## src/rtl/uart_pkg.sv

```systemverilog
// uart_pkg: shared encodings for the UART receive FIFO controller
package uart_pkg;

    typedef enum logic [3:0] {
        IIR_NONE = 4'b0001,
        IIR_RLS  = 4'b0110,
        IIR_RDA  = 4'b0100,
        IIR_CTI  = 4'b1100
    } iir_code_e;

    localparam int LSR_DR      = 0;
    localparam int LSR_OE      = 1;

    localparam int FCR_EN      = 0;
    localparam int FCR_CLR     = 1;
    localparam int FCR_TRIG_LO = 6;
    localparam int FCR_TRIG_HI = 7;

    function automatic int trigger_level(input logic [1:0] sel, input int depth);
        return sel == 2'b00 ? 1 : sel == 2'b01 ? depth / 4 : sel == 2'b10 ? depth / 2 : depth - 2;
    endfunction

endpackage

```

## src/rtl/sync_fifo_core.sv

```systemverilog
// sync_fifo_core: circular-buffer FIFO with occupancy counter and registered read
module sync_fifo_core #(
    parameter int DATA_W = 8,
    parameter int DEPTH  = 16,
    localparam int AW    = $clog2(DEPTH),
    localparam int LW    = AW + 1
) (
    input  logic              clk,
    input  logic              reset,
    input  logic              clr,
    input  logic              wr_en,
    input  logic [DATA_W-1:0] data_in,
    input  logic              rd_en,
    output logic [DATA_W-1:0] data_out,
    output logic              data_out_valid,
    output logic [LW-1:0]     level,
    output logic              overflow
);

    logic [DATA_W-1:0] mem [DEPTH];
    logic [AW-1:0]     wr_ptr, rd_ptr;
    logic              full, empty, do_push, do_pop;

    // A push into a full FIFO is only legal when a pop frees a slot in the same cycle
    always_comb begin
        empty    = level == '0;
        full     = level == LW'(DEPTH);
        do_pop   = rd_en & ~clr & ~empty;
        do_push  = wr_en & ~clr & (~full | do_pop);
        overflow = wr_en & ~clr & full & ~rd_en;
    end

    // Storage write port, deliberately without reset
    always_ff @(posedge clk) begin
        if (do_push)
            mem[wr_ptr] <= data_in;
    end

    // Pointers, occupancy and the registered read data
    always_ff @(posedge clk) begin
        if (reset) begin
            wr_ptr         <= '0;
            rd_ptr         <= '0;
            level          <= '0;
            data_out       <= '0;
            data_out_valid <= 1'b0;
        end else if (clr) begin
            wr_ptr         <= '0;
            rd_ptr         <= '0;
            level          <= '0;
            data_out_valid <= 1'b0;
        end else begin
            wr_ptr         <= wr_ptr + AW'(do_push);
            rd_ptr         <= rd_ptr + AW'(do_pop);
            level          <= level + LW'(do_push) - LW'(do_pop);
            data_out_valid <= do_pop;
            if (do_pop)
                data_out <= mem[rd_ptr];
        end
    end

endmodule

```

## src/rtl/uart_rx_fifo_ctrl.sv

```systemverilog
// uart_rx_fifo_ctrl: 16550-style receive FIFO with line status, timeout and interrupt ID
module uart_rx_fifo_ctrl
    import uart_pkg::*;
#(
    parameter int DATA_W      = 8,
    parameter int DEPTH       = 16,
    parameter int TIMEOUT_CYC = 4096,
    localparam int LW         = $clog2(DEPTH) + 1,
    localparam int TW         = $clog2(TIMEOUT_CYC + 1)
) (
    input  logic              clk,
    input  logic              reset,
    input  logic              wr_en,
    input  logic [DATA_W-1:0] data_in,
    input  logic              rd_en,
    output logic [DATA_W-1:0] data_out,
    output logic              data_out_valid,
    input  logic              lsr_rd,
    input  logic [7:0]        fcr,
    input  logic [3:0]        ier,
    output logic [7:0]        lsr,
    output logic [7:0]        iir,
    output logic              irq,
    output logic [LW-1:0]     level
);

    logic          clr, overflow, oe, tout_flag;
    logic [TW-1:0] tcnt;
    logic [LW-1:0] trig;
    logic [3:0]    code;
    logic          unused_ok;

    assign clr       = ~fcr[FCR_EN] | fcr[FCR_CLR];
    assign unused_ok = &{1'b0, ier[3], ier[1], fcr[5:2]};

    sync_fifo_core #(.DATA_W(DATA_W), .DEPTH(DEPTH)) u_core (
        .clk            (clk),
        .reset          (reset),
        .clr            (clr),
        .wr_en          (wr_en),
        .data_in        (data_in),
        .rd_en          (rd_en),
        .data_out       (data_out),
        .data_out_valid (data_out_valid),
        .level          (level),
        .overflow       (overflow)
    );

    // Trigger threshold, status bits and prioritised interrupt source
    always_comb begin
        trig      = LW'(trigger_level(fcr[FCR_TRIG_HI:FCR_TRIG_LO], DEPTH));
        tout_flag = tcnt == TW'(TIMEOUT_CYC);
        lsr       = '0;
        lsr[LSR_DR] = level != '0;
        lsr[LSR_OE] = oe;
        code = (oe & ier[2])             ? IIR_RLS :
               (level >= trig & ier[0])  ? IIR_RDA :
               (tout_flag & ier[0])      ? IIR_CTI : IIR_NONE;
    end

    // Sticky overrun: a new overrun wins over a coincident LSR read
    always_ff @(posedge clk) begin
        if (reset)
            oe <= 1'b0;
        else if (overflow)
            oe <= 1'b1;
        else if (lsr_rd)
            oe <= 1'b0;
    end

    // Idle counter that saturates once the character timeout is reached
    always_ff @(posedge clk) begin
        if (reset)
            tcnt <= '0;
        else
            tcnt <= (clr | wr_en | rd_en | level == '0) ? '0 : tout_flag ? tcnt : tcnt + 1'b1;
    end

    // Interrupt identification, re-evaluated every cycle
    always_ff @(posedge clk) begin
        if (reset)
            iir <= 8'h01;
        else
            iir <= {{2{fcr[FCR_EN]}}, 2'b00, code};
    end

    assign irq = ~iir[0];

endmodule
```

## config.mk

```make
export PLATFORM = sky130hd
export DESIGN_NAME = uart_rx_fifo_ctrl
export DESIGN_NICKNAME = d
export VERILOG_FILES = /design/src/rtl/uart_pkg.sv /design/src/rtl/sync_fifo_core.sv /design/src/rtl/uart_rx_fifo_ctrl.sv
export SDC_FILE = /design/constraint.sdc
export NUM_CORES = 1
export LEC_CHECK = 0
export CAP_MARGIN = 15
export CORE_MARGIN = 5
export CORE_UTILIZATION = 23
export DETAILED_ROUTE_END_ITERATION = 7
export PLACE_DENSITY = 0.4
export SLEW_MARGIN = 20
export SYNTH_ARGS = -nofsm -noshare
export SYNTH_HDL_FRONTEND = slang
export SYNTH_HIERARCHICAL = 1
export SYNTH_SLANG_ARGS = --single-unit
```

## constraint.sdc

```tcl
create_clock -name clk -period 2.6 [get_ports clk]
set_input_delay 0.39 -clock clk [delete_from_list [all_inputs] [get_ports clk]]
set_output_delay 0.39 -clock clk [all_outputs]
set_load 0.005 [all_outputs]
```

==> reports/metrics.cfg <==
[power_and_ir_drop]
p_sw_w=0.001308
max-vdd-ir-drop_v=0.0004493
clkPwrFrac_pct=45.8
p_seq_share_pct=52.0
pwr-share-comb_pct=2.1
internal-power_w=0.004273
p_leak_nw=2.776
p_per_area_nw_per_um2=640.0
p_total_w=0.005580
switching_share_pct=23.44

[yosys]
ys_ff_latch=169
syn_area_per_cell_sq_um=16.10
synth.area.top_cells=edfxtp_1 (55%), dfxtp_1 (12%), mux4_2 (10%)
synth_area_leader_cell=edfxtp_1
yosys.area.top_type_share_pct=54.90
ys_seq_area_share_pct=66.62
syn-instance-count=435
yosys_warnings=6
synth_cell_type_count=45
syn_area_sq_um=7002

[clocking]
holdBufCountCts=0
cts-root-buf=clkbuf_16
cts_tree=done
clock_path_buffers=2
cts-buffers-inserted=17
clk_pin_slew_ns=0.08
clk_latency_ns=0.43
cts-htree-levels=4
clock-sinks=169

[floorplanning]
die_h_um=184.5
initial_utilization_pct=23.44
coreArea_sq_um=29870
dieArea_sq_um=34030
row_count=63
die_w_um=184.5
ios=56

[placed_design]
port_buffers=41
place.gp.congestion=0.7503
hpwl_um=10360

[setup_path]
required_ns=2.91
critical_path_class=flip-flop to flip-flop
path_cells=inv_2, ha_4, nor3b_4, a211o_1, inv_2, ha_4, inv_2, ha_4, inv_2, fa_2, nand2b_4, a21oi_4, o21ai_1, nor3b_2
slowest_delay_ns=0.34
cp-start-kind=flip-flop
cp.arrival_ns=2.78
path_common_cell=inv_2
cp_max_fo=3
r2r_cells=14
cp-end-kind=flip-flop
crit_path_top_delay_cell=dfxtp_2

[run]
maxCapViolations=0

[sta]
period_share_pct=94.92
holdWs_ns=0.5134
finalClockSkew_ns=0.01802
max_freq_mhz=405.2
min_period_ns=2.468
finalHoldViolations=0
rsz0062_at_grt=no
setup-violations-final=0
slew_headroom_pct=58.32
drv_slew=0
tightest_slew_ns=0.6243

[global_route]
grt_antenna_before_repair=0
grt.total_usage_pct=9.450
grt_max_degree=34
grt_pass1_wl_um=23780
gr-total-overflow=0
first_global_vias=3925

[route]
viasPerCell=4.154
first_iter_violations=232
route.detailed.drc=0
dr_total_vias=3788
wl_um=15430
final_antenna_net_count=0
post_drt_wl_per_cell_um=16.92
drt_pass1_iterations=5

[hold_path]
hold_path_depth=2
hold_path_class=flip-flop to flip-flop

[layout]
drive_gt1_share_pct=24.71
syn2layout_area_growth_pct=24.54
layout.nets=551
diodes=0
num-fill-cells=2954
multi_input_area_sq_um=2168
regArea_sq_um=4668
post-route-util_pct=29.19

[status]
status=finished clean

[synthesized netlist by cell type]
master    number
or3b_1         2
o221ai_2       4
nand3_1        8
buf_2          6
edfxtp_1     128
nand4_1        1
nand3_2        1
nand3b_1      11
nor3_2         1
or3_1          1
nor4b_1        2
nor2_1        43
nor4_1         2
ha_1          16
and2_1         5
dfxtp_1       41
conb_1         1
or2_2          2
clkbuf_1       7
a211oi_1       1
a211o_1        1
mux4_2        32
nor3b_1        1
nor3b_4        1
a21oi_2        1
nor2b_1        3
o21ai_2        1
xor2_1         5
a21oi_4        1
nand4_2        1
nor4_2         1
nor3_1         9
inv_1         19
mux2i_1       17
xnor2_1       13
nand2b_1       7
a21oi_1        5
a21o_1         2
o221ai_1       4
buf_4         10
o21ai_0        1
or4_4          1
nand2_1       10
fa_1           1
buf_6          5
[final timing paths]
path | startpoint | slack [ns] | end
setup / recovery | u_core/level[2] | 0.13 | u_core/level[4]
hold / removal | oe | 0.51 | iir[1]
setup reg to reg | u_core/level[2] | 0.13 | u_core/level[4]
hold reg to reg | oe | 0.51 | iir[1]
[registers in the layout, indices dropped and copies added (netlist names)]
signal,cells
iir,5
oe,1
tcnt,13
u_core/data_out,8
u_core/data_out_valid,1
u_core/level,5
u_core/mem,128
u_core/rd_ptr,4
u_core/wr_ptr,4
[per-layer routing]
layer	vias up	track usage [%]	wire length, um
li1	1762	-	-
met1	1944	12.82	7471
met2	71	14.96	7148
met3	11	2.526	639
met4	0	2.692	169
met5	-	0	0
[placed cells by master (no fill, tap or decap), drive strengths merged, types with 13 or more instances in the layout]
| master | n |
|---|---|
| clkbuf | 17 |
| inv | 28 |
| ha | 16 |
| nor2 | 43 |
| mux4 | 32 |
| mux2i | 17 |
| edfxtp | 128 |
| dfxtp | 41 |
| xnor2 | 13 |
| buf | 35 |
| clkdlybuf4s50 | 41 |
[metrics by stage]
stage	setup slack, ns	instance area (sq um)	TNS, ns	std cells
CTS	0.07010	8685	0	911
floorplan	0.002220	7077	0	442
detailed placement	-0.2946	8071	-0.4297	879
finish	0.1321	8720	0	912
global route	0.003546	8720	0	912
global placement	-0.2573	8071	-0.3242	879
[final cells by class]
| cell class | count | share of cell area [%] |
|---|---|---|
| flip-flops and latches | 169 | 53.54 |
| multi-input cells | 226 | 24.87 |
| repair buffers | 76 | 8.150 |
| well taps | 390 | 5.596 |
| clock buffers | 17 | 4.879 |
| clock inverters | 15 | 2.152 |
| inverters | 19 | 0.8179 |
[worst max-delay path, delay by kind of cell, from the launching register on]
family                   cells  cell delay, ns
flip-flops                   1            0.34
AND/OR/NAND/NOR              3            0.46
buffers and inverters        4            0.22
adder cells (fa/ha/maj)      4            0.80
AO/OA/AOI/OAI                3            0.53
[what timing repair did]
item,in CTS,in global routing
endpoints found under the setup margin,0,1
gates resized for setup,0,4
buffers inserted,0,1
[power groups by stage]
| stage | Sequential [W] | Clock (W) | Combinational [W] |
|---|---|---|---|
| 6_report | 0.00290 | 0.00256 | 0.000119 |
| 3_5_place_dp | 0.00297 | 0 | 0.000121 |
| 4_1_cts | 0.00290 | 0.00264 | 0.000122 |
| 5_1_grt | 0.00290 | 0.00277 | 0.000133 |
| 2_1_floorplan | 0.00297 | 0 | 0.0000464 |
| 3_3_place_gp | 0.00296 | 0 | 0.000118 |
[cells by family after synthesis]
kind of cell / count (synthesis) / synth area share [%]
flip-flops: 169 / 66.62
AND/OR/NAND/NOR: 113 / 8.792
multiplexers: 49 / 12.72
buffers and inverters: 47 / 3.699
AO/OA/AOI/OAI: 21 / 2.716
XOR/XNOR: 18 / 2.252
adder cells (fa/ha/maj): 17 / 3.145
other: 1 / 0.05356
Note: power is estimated with default switching activity, not from simulation.
